`src/rtl/axi_lite_imem_arbiter_if.sv`:
```
// Shared AXI-Lite widths/response codes and the AXI-Lite channel bundle used by the
// instruction-memory arbiter.
package axi_lite_pkg;
  parameter int unsigned ADDR_WIDTH = 32;
  parameter int unsigned DATA_WIDTH = 32;
  parameter logic [1:0]  RESP_OKAY   = 2'b00;
  parameter logic [1:0]  RESP_SLVERR = 2'b10;
endpackage

interface axi_lite_if;
  logic [axi_lite_pkg::ADDR_WIDTH-1:0]   awaddr;
  logic                                  awvalid;
  logic                                  awready;
  logic [axi_lite_pkg::DATA_WIDTH-1:0]   wdata;
  logic [axi_lite_pkg::DATA_WIDTH/8-1:0] wstrb;
  logic                                  wvalid;
  logic                                  wready;
  logic [1:0]                            bresp;
  logic                                  bvalid;
  logic                                  bready;
  logic [axi_lite_pkg::ADDR_WIDTH-1:0]   araddr;
  logic                                  arvalid;
  logic                                  arready;
  logic [axi_lite_pkg::DATA_WIDTH-1:0]   rdata;
  logic [1:0]                            rresp;
  logic                                  rvalid;
  logic                                  rready;

  modport master (
    output awaddr, awvalid, wdata, wstrb, wvalid, bready, araddr, arvalid, rready,
    input  awready, wready, bresp, bvalid, arready, rdata, rresp, rvalid
  );
  modport slave (
    input  awaddr, awvalid, wdata, wstrb, wvalid, bready, araddr, arvalid, rready,
    output awready, wready, bresp, bvalid, arready, rdata, rresp, rvalid
  );
endinterface

```
`src/rtl/axi_lite_imem_arbiter.sv`:
```
// Two-master AXI-Lite arbiter in front of one memory slave: one transaction in flight,
// round-robin grant, response timeout with local SLVERR completion and late-response drain.
module axi_lite_imem_arbiter #(
  parameter int unsigned TIMEOUT_CYCLES   = 256,
  parameter logic        RESET_LAST_GRANT = 1'b1
) (
  input  logic      aclk,
  input  logic      areset,
  axi_lite_if.slave  s0_axi_lite,
  axi_lite_if.slave  s1_axi_lite,
  axi_lite_if.master m_axi_lite,
  output logic      grant_idx,
  output logic      busy,
  output logic      timeout_err
);

  localparam int unsigned CntW = $clog2(TIMEOUT_CYCLES) + 1;
  localparam logic [CntW-1:0] CntMax = CntW'(TIMEOUT_CYCLES - 1);
  localparam logic [1:0] RespOkay   = 2'b00;
  localparam logic [1:0] RespSlverr = 2'b10;

  typedef enum logic [2:0] {
    StIdle, StArFwd, StRFwd, StAwFwd, StWFwd, StBFwd, StErrR, StErrB
  } state_e;

  state_e          state_q, state_d;
  logic            grant_q, grant_d;
  logic            last_q, last_d;
  logic [CntW-1:0] cnt_q, cnt_d;
  logic            drain_r_q, drain_r_d;
  logic            drain_b_q, drain_b_d;
  logic            terr_q, terr_d;

  logic req0, req1, arb_sel;
  logic g_arvalid, g_awvalid, g_wvalid, g_rready, g_bready;
  logic idle, fwd_ar, fwd_r, fwd_aw, fwd_w, fwd_b, err_r, err_b, sel0, sel1;

  assign req0    = s0_axi_lite.arvalid | s0_axi_lite.awvalid;
  assign req1    = s1_axi_lite.arvalid | s1_axi_lite.awvalid;
  assign arb_sel = (req0 && req1) ? ~last_q : req1;

  assign g_arvalid = grant_q ? s1_axi_lite.arvalid : s0_axi_lite.arvalid;
  assign g_awvalid = grant_q ? s1_axi_lite.awvalid : s0_axi_lite.awvalid;
  assign g_wvalid  = grant_q ? s1_axi_lite.wvalid  : s0_axi_lite.wvalid;
  assign g_rready  = grant_q ? s1_axi_lite.rready  : s0_axi_lite.rready;
  assign g_bready  = grant_q ? s1_axi_lite.bready  : s0_axi_lite.bready;

  assign idle   = (state_q == StIdle);
  assign fwd_ar = (state_q == StArFwd);
  assign fwd_r  = (state_q == StRFwd);
  assign fwd_aw = (state_q == StAwFwd);
  assign fwd_w  = (state_q == StWFwd);
  assign fwd_b  = (state_q == StBFwd);
  assign err_r  = (state_q == StErrR);
  assign err_b  = (state_q == StErrB);
  assign sel0   = ~grant_q;
  assign sel1   = grant_q;

  // Downstream request channels: only the channel owned by the current state is live.
  assign m_axi_lite.arvalid = fwd_ar & g_arvalid;
  assign m_axi_lite.araddr  = fwd_ar ? (grant_q ? s1_axi_lite.araddr : s0_axi_lite.araddr) : '0;
  assign m_axi_lite.awvalid = fwd_aw & g_awvalid;
  assign m_axi_lite.awaddr  = fwd_aw ? (grant_q ? s1_axi_lite.awaddr : s0_axi_lite.awaddr) : '0;
  assign m_axi_lite.wvalid  = fwd_w & g_wvalid;
  assign m_axi_lite.wdata   = fwd_w ? (grant_q ? s1_axi_lite.wdata : s0_axi_lite.wdata) : '0;
  assign m_axi_lite.wstrb   = fwd_w ? (grant_q ? s1_axi_lite.wstrb : s0_axi_lite.wstrb) : '0;
  // While draining after a timeout, the stale response is accepted and thrown away.
  assign m_axi_lite.rready  = (fwd_r & g_rready) | (idle & drain_r_q);
  assign m_axi_lite.bready  = (fwd_b & g_bready) | (idle & drain_b_q);

  assign s0_axi_lite.arready = sel0 & fwd_ar & m_axi_lite.arready;
  assign s0_axi_lite.awready = sel0 & fwd_aw & m_axi_lite.awready;
  assign s0_axi_lite.wready  = sel0 & fwd_w & m_axi_lite.wready;
  assign s0_axi_lite.rvalid  = sel0 & ((fwd_r & m_axi_lite.rvalid) | err_r);
  assign s0_axi_lite.rdata   = (sel0 & fwd_r) ? m_axi_lite.rdata : '0;
  assign s0_axi_lite.rresp   = (sel0 & fwd_r) ? m_axi_lite.rresp : (sel0 & err_r) ? RespSlverr
                                                                                   : RespOkay;
  assign s0_axi_lite.bvalid  = sel0 & ((fwd_b & m_axi_lite.bvalid) | err_b);
  assign s0_axi_lite.bresp   = (sel0 & fwd_b) ? m_axi_lite.bresp : (sel0 & err_b) ? RespSlverr
                                                                                   : RespOkay;

  assign s1_axi_lite.arready = sel1 & fwd_ar & m_axi_lite.arready;
  assign s1_axi_lite.awready = sel1 & fwd_aw & m_axi_lite.awready;
  assign s1_axi_lite.wready  = sel1 & fwd_w & m_axi_lite.wready;
  assign s1_axi_lite.rvalid  = sel1 & ((fwd_r & m_axi_lite.rvalid) | err_r);
  assign s1_axi_lite.rdata   = (sel1 & fwd_r) ? m_axi_lite.rdata : '0;
  assign s1_axi_lite.rresp   = (sel1 & fwd_r) ? m_axi_lite.rresp : (sel1 & err_r) ? RespSlverr
                                                                                   : RespOkay;
  assign s1_axi_lite.bvalid  = sel1 & ((fwd_b & m_axi_lite.bvalid) | err_b);
  assign s1_axi_lite.bresp   = (sel1 & fwd_b) ? m_axi_lite.bresp : (sel1 & err_b) ? RespSlverr
                                                                                   : RespOkay;

  assign grant_idx   = grant_q;
  assign busy        = ~idle;
  assign timeout_err = terr_q;

  always_comb begin
    state_d   = state_q;
    grant_d   = grant_q;
    last_d    = last_q;
    cnt_d     = cnt_q;
    drain_r_d = drain_r_q;
    drain_b_d = drain_b_q;
    terr_d    = terr_q;
    unique case (state_q)
      StIdle: begin
        if (drain_r_q && m_axi_lite.rvalid) drain_r_d = 1'b0;
        if (drain_b_q && m_axi_lite.bvalid) drain_b_d = 1'b0;
        if (!drain_r_q && !drain_b_q && (req0 || req1)) begin
          grant_d = arb_sel;
          last_d  = arb_sel;
          state_d = (arb_sel ? s1_axi_lite.arvalid : s0_axi_lite.arvalid) ? StArFwd : StAwFwd;
        end
      end
      StArFwd: begin
        if (g_arvalid && m_axi_lite.arready) begin
          state_d = StRFwd;
          cnt_d   = '0;
        end
      end
      StRFwd: begin
        // A response landing on the timeout cycle still completes normally.
        if (m_axi_lite.rvalid && g_rready) begin
          state_d = StIdle;
        end else if (cnt_q == CntMax) begin
          state_d   = StErrR;
          drain_r_d = 1'b1;
          terr_d    = 1'b1;
        end else begin
          cnt_d = cnt_q + 1'b1;
        end
      end
      StAwFwd: if (g_awvalid && m_axi_lite.awready) state_d = StWFwd;
      StWFwd: begin
        if (g_wvalid && m_axi_lite.wready) begin
          state_d = StBFwd;
          cnt_d   = '0;
        end
      end
      StBFwd: begin
        if (m_axi_lite.bvalid && g_bready) begin
          state_d = StIdle;
        end else if (cnt_q == CntMax) begin
          state_d   = StErrB;
          drain_b_d = 1'b1;
          terr_d    = 1'b1;
        end else begin
          cnt_d = cnt_q + 1'b1;
        end
      end
      StErrR: if (g_rready) state_d = StIdle;
      StErrB: if (g_bready) state_d = StIdle;
      default: state_d = StIdle;
    endcase
  end

  always_ff @(posedge aclk) begin
    if (areset) begin
      state_q   <= StIdle;
      grant_q   <= 1'b0;
      last_q    <= RESET_LAST_GRANT;
      cnt_q     <= '0;
      drain_r_q <= 1'b0;
      drain_b_q <= 1'b0;
      terr_q    <= 1'b0;
    end else begin
      state_q   <= state_d;
      grant_q   <= grant_d;
      last_q    <= last_d;
      cnt_q     <= cnt_d;
      drain_r_q <= drain_r_d;
      drain_b_q <= drain_b_d;
      terr_q    <= terr_d;
    end
  end

endmodule

```
`src/flat_wrapper.sv`:
```
// flat-port wrapper written by rule: the top's interface ports become plain ports
module axi_lite_imem_arbiter_flat 
#(
  parameter int unsigned TIMEOUT_CYCLES   = 256,
  parameter logic        RESET_LAST_GRANT = 1'b1
)
  (aclk, areset, grant_idx, busy, timeout_err, s0_axi_lite_awaddr, s0_axi_lite_awvalid, s0_axi_lite_wdata, s0_axi_lite_wstrb, s0_axi_lite_wvalid, s0_axi_lite_bready, s0_axi_lite_araddr, s0_axi_lite_arvalid, s0_axi_lite_rready, s0_axi_lite_awready, s0_axi_lite_wready, s0_axi_lite_bresp, s0_axi_lite_bvalid, s0_axi_lite_arready, s0_axi_lite_rdata, s0_axi_lite_rresp, s0_axi_lite_rvalid, s1_axi_lite_awaddr, s1_axi_lite_awvalid, s1_axi_lite_wdata, s1_axi_lite_wstrb, s1_axi_lite_wvalid, s1_axi_lite_bready, s1_axi_lite_araddr, s1_axi_lite_arvalid, s1_axi_lite_rready, s1_axi_lite_awready, s1_axi_lite_wready, s1_axi_lite_bresp, s1_axi_lite_bvalid, s1_axi_lite_arready, s1_axi_lite_rdata, s1_axi_lite_rresp, s1_axi_lite_rvalid, m_axi_lite_awaddr, m_axi_lite_awvalid, m_axi_lite_wdata, m_axi_lite_wstrb, m_axi_lite_wvalid, m_axi_lite_bready, m_axi_lite_araddr, m_axi_lite_arvalid, m_axi_lite_rready, m_axi_lite_awready, m_axi_lite_wready, m_axi_lite_bresp, m_axi_lite_bvalid, m_axi_lite_arready, m_axi_lite_rdata, m_axi_lite_rresp, m_axi_lite_rvalid);
  axi_lite_if s0_axi_lite_i ();
  axi_lite_if s1_axi_lite_i ();
  axi_lite_if m_axi_lite_i ();
  input  logic aclk;
  input  logic areset;
  output logic grant_idx;
  output logic busy;
  output logic timeout_err;
  input wire logic [$bits(s0_axi_lite_i.awaddr)-1:0] s0_axi_lite_awaddr;
  input wire logic [$bits(s0_axi_lite_i.awvalid)-1:0] s0_axi_lite_awvalid;
  input wire logic [$bits(s0_axi_lite_i.wdata)-1:0] s0_axi_lite_wdata;
  input wire logic [$bits(s0_axi_lite_i.wstrb)-1:0] s0_axi_lite_wstrb;
  input wire logic [$bits(s0_axi_lite_i.wvalid)-1:0] s0_axi_lite_wvalid;
  input wire logic [$bits(s0_axi_lite_i.bready)-1:0] s0_axi_lite_bready;
  input wire logic [$bits(s0_axi_lite_i.araddr)-1:0] s0_axi_lite_araddr;
  input wire logic [$bits(s0_axi_lite_i.arvalid)-1:0] s0_axi_lite_arvalid;
  input wire logic [$bits(s0_axi_lite_i.rready)-1:0] s0_axi_lite_rready;
  output wire logic [$bits(s0_axi_lite_i.awready)-1:0] s0_axi_lite_awready;
  output wire logic [$bits(s0_axi_lite_i.wready)-1:0] s0_axi_lite_wready;
  output wire logic [$bits(s0_axi_lite_i.bresp)-1:0] s0_axi_lite_bresp;
  output wire logic [$bits(s0_axi_lite_i.bvalid)-1:0] s0_axi_lite_bvalid;
  output wire logic [$bits(s0_axi_lite_i.arready)-1:0] s0_axi_lite_arready;
  output wire logic [$bits(s0_axi_lite_i.rdata)-1:0] s0_axi_lite_rdata;
  output wire logic [$bits(s0_axi_lite_i.rresp)-1:0] s0_axi_lite_rresp;
  output wire logic [$bits(s0_axi_lite_i.rvalid)-1:0] s0_axi_lite_rvalid;
  input wire logic [$bits(s1_axi_lite_i.awaddr)-1:0] s1_axi_lite_awaddr;
  input wire logic [$bits(s1_axi_lite_i.awvalid)-1:0] s1_axi_lite_awvalid;
  input wire logic [$bits(s1_axi_lite_i.wdata)-1:0] s1_axi_lite_wdata;
  input wire logic [$bits(s1_axi_lite_i.wstrb)-1:0] s1_axi_lite_wstrb;
  input wire logic [$bits(s1_axi_lite_i.wvalid)-1:0] s1_axi_lite_wvalid;
  input wire logic [$bits(s1_axi_lite_i.bready)-1:0] s1_axi_lite_bready;
  input wire logic [$bits(s1_axi_lite_i.araddr)-1:0] s1_axi_lite_araddr;
  input wire logic [$bits(s1_axi_lite_i.arvalid)-1:0] s1_axi_lite_arvalid;
  input wire logic [$bits(s1_axi_lite_i.rready)-1:0] s1_axi_lite_rready;
  output wire logic [$bits(s1_axi_lite_i.awready)-1:0] s1_axi_lite_awready;
  output wire logic [$bits(s1_axi_lite_i.wready)-1:0] s1_axi_lite_wready;
  output wire logic [$bits(s1_axi_lite_i.bresp)-1:0] s1_axi_lite_bresp;
  output wire logic [$bits(s1_axi_lite_i.bvalid)-1:0] s1_axi_lite_bvalid;
  output wire logic [$bits(s1_axi_lite_i.arready)-1:0] s1_axi_lite_arready;
  output wire logic [$bits(s1_axi_lite_i.rdata)-1:0] s1_axi_lite_rdata;
  output wire logic [$bits(s1_axi_lite_i.rresp)-1:0] s1_axi_lite_rresp;
  output wire logic [$bits(s1_axi_lite_i.rvalid)-1:0] s1_axi_lite_rvalid;
  output wire logic [$bits(m_axi_lite_i.awaddr)-1:0] m_axi_lite_awaddr;
  output wire logic [$bits(m_axi_lite_i.awvalid)-1:0] m_axi_lite_awvalid;
  output wire logic [$bits(m_axi_lite_i.wdata)-1:0] m_axi_lite_wdata;
  output wire logic [$bits(m_axi_lite_i.wstrb)-1:0] m_axi_lite_wstrb;
  output wire logic [$bits(m_axi_lite_i.wvalid)-1:0] m_axi_lite_wvalid;
  output wire logic [$bits(m_axi_lite_i.bready)-1:0] m_axi_lite_bready;
  output wire logic [$bits(m_axi_lite_i.araddr)-1:0] m_axi_lite_araddr;
  output wire logic [$bits(m_axi_lite_i.arvalid)-1:0] m_axi_lite_arvalid;
  output wire logic [$bits(m_axi_lite_i.rready)-1:0] m_axi_lite_rready;
  input wire logic [$bits(m_axi_lite_i.awready)-1:0] m_axi_lite_awready;
  input wire logic [$bits(m_axi_lite_i.wready)-1:0] m_axi_lite_wready;
  input wire logic [$bits(m_axi_lite_i.bresp)-1:0] m_axi_lite_bresp;
  input wire logic [$bits(m_axi_lite_i.bvalid)-1:0] m_axi_lite_bvalid;
  input wire logic [$bits(m_axi_lite_i.arready)-1:0] m_axi_lite_arready;
  input wire logic [$bits(m_axi_lite_i.rdata)-1:0] m_axi_lite_rdata;
  input wire logic [$bits(m_axi_lite_i.rresp)-1:0] m_axi_lite_rresp;
  input wire logic [$bits(m_axi_lite_i.rvalid)-1:0] m_axi_lite_rvalid;
  assign s0_axi_lite_i.awaddr = s0_axi_lite_awaddr;
  assign s0_axi_lite_i.awvalid = s0_axi_lite_awvalid;
  assign s0_axi_lite_i.wdata = s0_axi_lite_wdata;
  assign s0_axi_lite_i.wstrb = s0_axi_lite_wstrb;
  assign s0_axi_lite_i.wvalid = s0_axi_lite_wvalid;
  assign s0_axi_lite_i.bready = s0_axi_lite_bready;
  assign s0_axi_lite_i.araddr = s0_axi_lite_araddr;
  assign s0_axi_lite_i.arvalid = s0_axi_lite_arvalid;
  assign s0_axi_lite_i.rready = s0_axi_lite_rready;
  assign s0_axi_lite_awready = s0_axi_lite_i.awready;
  assign s0_axi_lite_wready = s0_axi_lite_i.wready;
  assign s0_axi_lite_bresp = s0_axi_lite_i.bresp;
  assign s0_axi_lite_bvalid = s0_axi_lite_i.bvalid;
  assign s0_axi_lite_arready = s0_axi_lite_i.arready;
  assign s0_axi_lite_rdata = s0_axi_lite_i.rdata;
  assign s0_axi_lite_rresp = s0_axi_lite_i.rresp;
  assign s0_axi_lite_rvalid = s0_axi_lite_i.rvalid;
  assign s1_axi_lite_i.awaddr = s1_axi_lite_awaddr;
  assign s1_axi_lite_i.awvalid = s1_axi_lite_awvalid;
  assign s1_axi_lite_i.wdata = s1_axi_lite_wdata;
  assign s1_axi_lite_i.wstrb = s1_axi_lite_wstrb;
  assign s1_axi_lite_i.wvalid = s1_axi_lite_wvalid;
  assign s1_axi_lite_i.bready = s1_axi_lite_bready;
  assign s1_axi_lite_i.araddr = s1_axi_lite_araddr;
  assign s1_axi_lite_i.arvalid = s1_axi_lite_arvalid;
  assign s1_axi_lite_i.rready = s1_axi_lite_rready;
  assign s1_axi_lite_awready = s1_axi_lite_i.awready;
  assign s1_axi_lite_wready = s1_axi_lite_i.wready;
  assign s1_axi_lite_bresp = s1_axi_lite_i.bresp;
  assign s1_axi_lite_bvalid = s1_axi_lite_i.bvalid;
  assign s1_axi_lite_arready = s1_axi_lite_i.arready;
  assign s1_axi_lite_rdata = s1_axi_lite_i.rdata;
  assign s1_axi_lite_rresp = s1_axi_lite_i.rresp;
  assign s1_axi_lite_rvalid = s1_axi_lite_i.rvalid;
  assign m_axi_lite_awaddr = m_axi_lite_i.awaddr;
  assign m_axi_lite_awvalid = m_axi_lite_i.awvalid;
  assign m_axi_lite_wdata = m_axi_lite_i.wdata;
  assign m_axi_lite_wstrb = m_axi_lite_i.wstrb;
  assign m_axi_lite_wvalid = m_axi_lite_i.wvalid;
  assign m_axi_lite_bready = m_axi_lite_i.bready;
  assign m_axi_lite_araddr = m_axi_lite_i.araddr;
  assign m_axi_lite_arvalid = m_axi_lite_i.arvalid;
  assign m_axi_lite_rready = m_axi_lite_i.rready;
  assign m_axi_lite_i.awready = m_axi_lite_awready;
  assign m_axi_lite_i.wready = m_axi_lite_wready;
  assign m_axi_lite_i.bresp = m_axi_lite_bresp;
  assign m_axi_lite_i.bvalid = m_axi_lite_bvalid;
  assign m_axi_lite_i.arready = m_axi_lite_arready;
  assign m_axi_lite_i.rdata = m_axi_lite_rdata;
  assign m_axi_lite_i.rresp = m_axi_lite_rresp;
  assign m_axi_lite_i.rvalid = m_axi_lite_rvalid;
  axi_lite_imem_arbiter #(.TIMEOUT_CYCLES(TIMEOUT_CYCLES), .RESET_LAST_GRANT(RESET_LAST_GRANT)) u_core (.aclk(aclk), .areset(areset), .s0_axi_lite(s0_axi_lite_i), .s1_axi_lite(s1_axi_lite_i), .m_axi_lite(m_axi_lite_i), .grant_idx(grant_idx), .busy(busy), .timeout_err(timeout_err));
endmodule
```
`config.mk`:
```
export PLATFORM = sky130hd
export DESIGN_NAME = axi_lite_imem_arbiter_flat
export DESIGN_NICKNAME = d
export VERILOG_FILES = /design/src/rtl/axi_lite_imem_arbiter_if.sv /design/src/rtl/axi_lite_imem_arbiter.sv /design/src/flat_wrapper.sv
export SDC_FILE = /design/constraint.sdc
export NUM_CORES = 1
export LEC_CHECK = 0
export CORE_AREA = 2 2 175 177
export DETAILED_ROUTE_END_ITERATION = 12
export DIE_AREA = 0 0 177 179
export PLACE_DENSITY = 0.45
export SETUP_SLACK_MARGIN = 0.2
export SLEW_MARGIN = 10
export SYNTH_ARGS = -nofsm -noshare
export SYNTH_HDL_FRONTEND = slang
export SYNTH_SLANG_ARGS = --single-unit
export TNS_END_PERCENT = 1
```
`constraint.sdc`:
```
create_clock -name aclk -period 2.84 [get_ports aclk]
set_clock_uncertainty 0.15 [all_clocks]
set_input_delay 0.568 -clock aclk [delete_from_list [all_inputs] [get_ports aclk]]
set_output_delay 0.568 -clock aclk [all_outputs]
set_load 0.05 [all_outputs]
```
# After elaboration in Yosys (flattened, before gate mapping)
# Index checks and enable logic that the tools add are counted.
# W data, S select, Z words.
# word_totals
wordCells,150
out_inout_bits,190
ff_bits,17
# classes
n_eq_ne,22
n_mux,54
add_sub_neg,1
reduce_logical,24
bitwise,42
# op_table
cell,n
$mux W32,8
$mux W9,5
$pmux W9 S4,1
$and A1 B1 Y1,33
$mux W3,10
$pmux W3 S8,1
$ne A2 B2 Y1 const B,10
$mux W2,9
$mux W1,15
$eq A3 B3 Y1 const B,4
$logic_and A1 B1 Y1,10
$add A9 B1 Y9 const B,1
$eq A9 B8 Y1 const B,1
$mux W4,2
$reduce_and A4 Y1,2
$reduce_and A8 Y1,1
$eq A3 B2 Y1 const B,2
$ne A3 B3 Y1 const B,2
$or A1 B1 Y1,6
$pmux W1 S2,3
$reduce_bool A2 Y1,3
$reduce_and A5 Y1,1
$ne A2 B1 Y1 const B,2
$reduce_bool A4 Y1,1
7 further kinds,10

# Longest topological paths before layout
# logic_depth
ltp_word,7
depth_mapped,11
depth_no_buf,10

# Worst setup path after synthesis
# Ideal clock, no wire load.
# synth_path
kind,reg-to-output
start,"register u_core.grant_q, in the netlist u_core.grant_idx"
end,output m_axi_lite_rready
setup_slack_ns,-1.331
t_arrival_ns,3.453
stages_incl_launch_ff,4
t_required_ns,2.122
path_buffers,1
cell_sequence,dfxtp_1 buf_2 mux2i_1 a2111oi_0
# synth_via
elab_chain_cells,3
# synth_lines
item,line_no,source
start: declaration,axi_lite_imem_arbiter.sv:27,"logic grant_q, grant_d;"
start signal: assignment,axi_lite_imem_arbiter.sv:168,grant_q <= grant_d;
$mux W1,axi_lite_imem_arbiter.sv:45,assign g_rready = grant_q ? s1_axi_lite.rready : s0_axi_lite.rready;
$and A1 B1 Y1,axi_lite_imem_arbiter.sv:68,assign m_axi_lite.rready = (fwd_r & g_rready) | (idle & drain_r_q);
$or A1 B1 Y1,axi_lite_imem_arbiter.sv:68,
end: declaration,flat_wrapper.sv:58,output wire logic [$bits(m_axi_lite_i.rready)-1:0] m_axi_lite_rready;
# Every way passes these cells.

# Final worst setup path
# layout_path
start,register u_core.state_q[1]
end,output m_axi_lite_araddr[17]
# layout_via
elab_chain_cells,2
# layout_lines
item,line_no,source
start: declaration,axi_lite_imem_arbiter.sv:26,"state_e state_q, state_d;"
start signal: assignment,axi_lite_imem_arbiter.sv:159,state_q <= StIdle;
start signal: assignment,axi_lite_imem_arbiter.sv:167,state_q <= state_d;
$eq A3 B1 Y1,axi_lite_imem_arbiter.sv:49,assign fwd_ar = (state_q == StArFwd);
$mux W32,axi_lite_imem_arbiter.sv:61,assign m_axi_lite.araddr = fwd_ar ? (grant_q ? s1_axi_lite.araddr : s0_axi_lite.araddr) : '0;
end: declaration,flat_wrapper.sv:56,output wire logic [$bits(m_axi_lite_i.araddr)-1:0] m_axi_lite_araddr;
# Every way passes these cells.

==> out/qor.yml <==
critPathMaxStageDelay_ps: 310
area_delta_synth_final_pct: 206
hp-class: "reg2reg"
synth_area_per_cell_sq_um: 6.57
drv_cap: 0
final_common_cell: "clkdlybuf4s50_1"
vias: 5082
dieArea_sq_um: 31700
routed_wl_microns: 25500
crit_path_cell_trace: "buf_4 > nor2_1 > nand2_4 > buf_12 > nor2_1 > buf_12"
synth_seq_cells: 17
dr.pass1.iters: 4
crit_required_ps: 2120
layout_common_cells: "253 x clkdlybuf4s50_1, 159 x buf_12, 120 x nor2_1, 104 x mux2i_1, 68 x and3_1"
drive_above_1_share_pct: 27.2
clkTransAtPathRegs_ps: 50
drtAntennaViolNets: 0
dp_hpwl_microns: 21500
io_pins: 443
power.density_nw_per_um2: 589
insertion_delay_ps: 250
clk_path_buf_depth: 2
grtUsageTotal_pct: 14.5
clock_sinks: 17
worst_r2r_endpoint: "u_core.cnt_q[5]"
min_to: "u_core.cnt_q[8]"
antenna_found_initial: 2
cp_max_fo: 32
grt_max_degree: 68
first_global_vias: 4817
wl_per_cell_microns: 19.6
rows: 64
p_leak_nw: 3.84
startpoint_type: "flip-flop"
synth_edf_count: 0
rsz0062_at_grt: "true"
slew_headroom_pct: 56.4
regToRegSetupSlack_ps: 290
cts_max_level: 1
grt_pass1_wl_microns: 34000
slowest_stage: "dfxtp_1"
whs_path_depth: 2
stdcell_count: 1303
worst-path-buf-inv: 3
placed_cell_area_sq_um: 9670
initial_utilization_pct: 10.6
yosysWarnings: 0
drtIter0Drc: 233
fin_tns_setup_ps: 0
period_share_pct: 92.3
worst_setup_path_end_kind: "output port"
synth_nets: 742
cts_tree: "built"
place.gp.congestion: 0.795
portBuffers: 442
fin_hold_ws_ps: 315
crit_arrival_ps: 1900
async_reset_ff_share_pct: 0
fp.dieH_microns: 179
yosys_most_used_dff: "dfxtp_1"
placedCellCount: 1296
drv_slew: 0
postLayoutCellArea_sq_um: 9790
cts_made_buffers: 3
finalPower_mw: 5.77
synth_area_sq_um: 3200
nets: 1161
drc_errors: 0
status: "finished clean"
yosysUniqueCellTypes: 45
hold_start: "u_core.cnt_q[8]"
finalSetupViolations: 0
core_sq_um: 30000
ir_worst_vdd_mv: 0.351
criticalPathCategory: "reg2out"
min_period_ps: 2620
tightest_slew_ps: 651
critPathTopFamily: "simple AND/OR/NAND/NOR gates"
timing.rr.start: "u_core.cnt_q[0]"
grt_overflow: 0
hold_violations: 0
avgViaCountPerCell: 3.90
die_x_microns: 177
seq_area_frac_synth_pct: 10.6
synth_cells: 487
fmax_mhz: 381
rr_worst_depth: 9
cts-root-buf: "clkbuf_16"
==> cell type report <==
type	instances	area, sq um
diodes	2	5.00
clock buffers	4	78.8
fillers	3120	20200
inverters	8	30.0
multi-input cells	415	2730
flip-flops and latches	17	344
well taps	396	495
repair buffers	461	6110
==> report_power, final <==
| group | switching, mW | internal, mW | leakage (nW) |
|---|---|---|---|
| Sequential | 0.0758 | 0.274 | 0.139 |
| Combinational | 2.92 | 2.20 | 3.66 |
| Clock | 0.102 | 0.191 | 0.0382 |
==> synthesized netlist by cell type (2+ instances only) <==
cell type | count | area share (%)
a21o_1 | 2 | 0.47
a21oi_1 | 13 | 2.0
a31oi_1 | 4 | 0.78
and3_1 | 68 | 13
buf_1 | 9 | 1.1
buf_2 | 8 | 1.3
clkbuf_1 | 29 | 3.4
dfxtp_1 | 17 | 11
ha_1 | 2 | 0.78
inv_1 | 8 | 0.94
mux2_2 | 2 | 0.70
mux2i_1 | 104 | 33
nand2_1 | 24 | 2.8
nand3_1 | 9 | 1.4
nor2_1 | 129 | 15
nor2b_1 | 4 | 0.78
nor3_1 | 16 | 2.5
o21a_1 | 2 | 0.47
o21ai_0 | 9 | 1.4
or2_2 | 2 | 0.39
or3_1 | 2 | 0.39
==> cell families after synthesis <==
kind of cell | after synthesis | synth area share [%]
muxes | 106 | 33.3
buffers and inverters | 55 | 6.89
DFF | 17 | 10.6
AOI/OAI and AO/OA | 46 | 9.98
adders and majority gates | 2 | 0.782
and+or+nand+nor | 261 | 38.5
==> per-stage QoR <==
step                util, %  worst slack [ps]
finish                 32.6               219
global route           32.6               126
CTS                    32.6               171
detailed placement     32.2               196
global placement       32.2               233
floorplan                 -              -216
==> flip-flops by register name (all words and copies together) (netlist names) <==
register and cells:
u_core.cnt_q 9, u_core.drain_b_q 1, u_core.drain_r_q 1, u_core.grant_idx 1
u_core.last_q 1, u_core.state_q 3, u_core.timeout_err 1
==> worst max path at each step <==
stage / from / to / slack [ps] / cells past startpoint
3_5_place_dp: s0_axi_lite_bready / u_core.state_q[1] / 200 / 7
3_3_place_gp: u_core.cnt_q[0] / u_core.cnt_q[5] / 230 / 9
6_report: u_core.state_q[1] / m_axi_lite_araddr[17] / 220 / 6
4_1_cts: u_core.state_q[1] / m_axi_lite_araddr[17] / 170 / 6
2_1_floorplan: u_core.grant_idx / m_axi_lite_araddr[0] / -220 / 5
5_1_grt: u_core.state_q[1] / m_axi_lite_araddr[17] / 130 / 6
==> metal layers <==
layer	part of all wire, %	up-vias	global-route usage, %
li1	-	2541	-
met1	42	2340	18.9
met2	50	188	25.2
met3	6.6	13	2.61
met4	1.4	0	2.58
met5	0	-	0
==> what timing repair did <==
item	4_1_cts	5_1_grt
setup buffers	1	0
setup endpoints to repair	58	134
hold buffers	0	0
resized for setup	2	4
==> worst min-delay path, stage by stage, from the launching register on <==
cell and delay [ps]:
dfxtp_1 310, nand2_1 60, a21oi_1 50
Power figures use the tool's default switching activity.
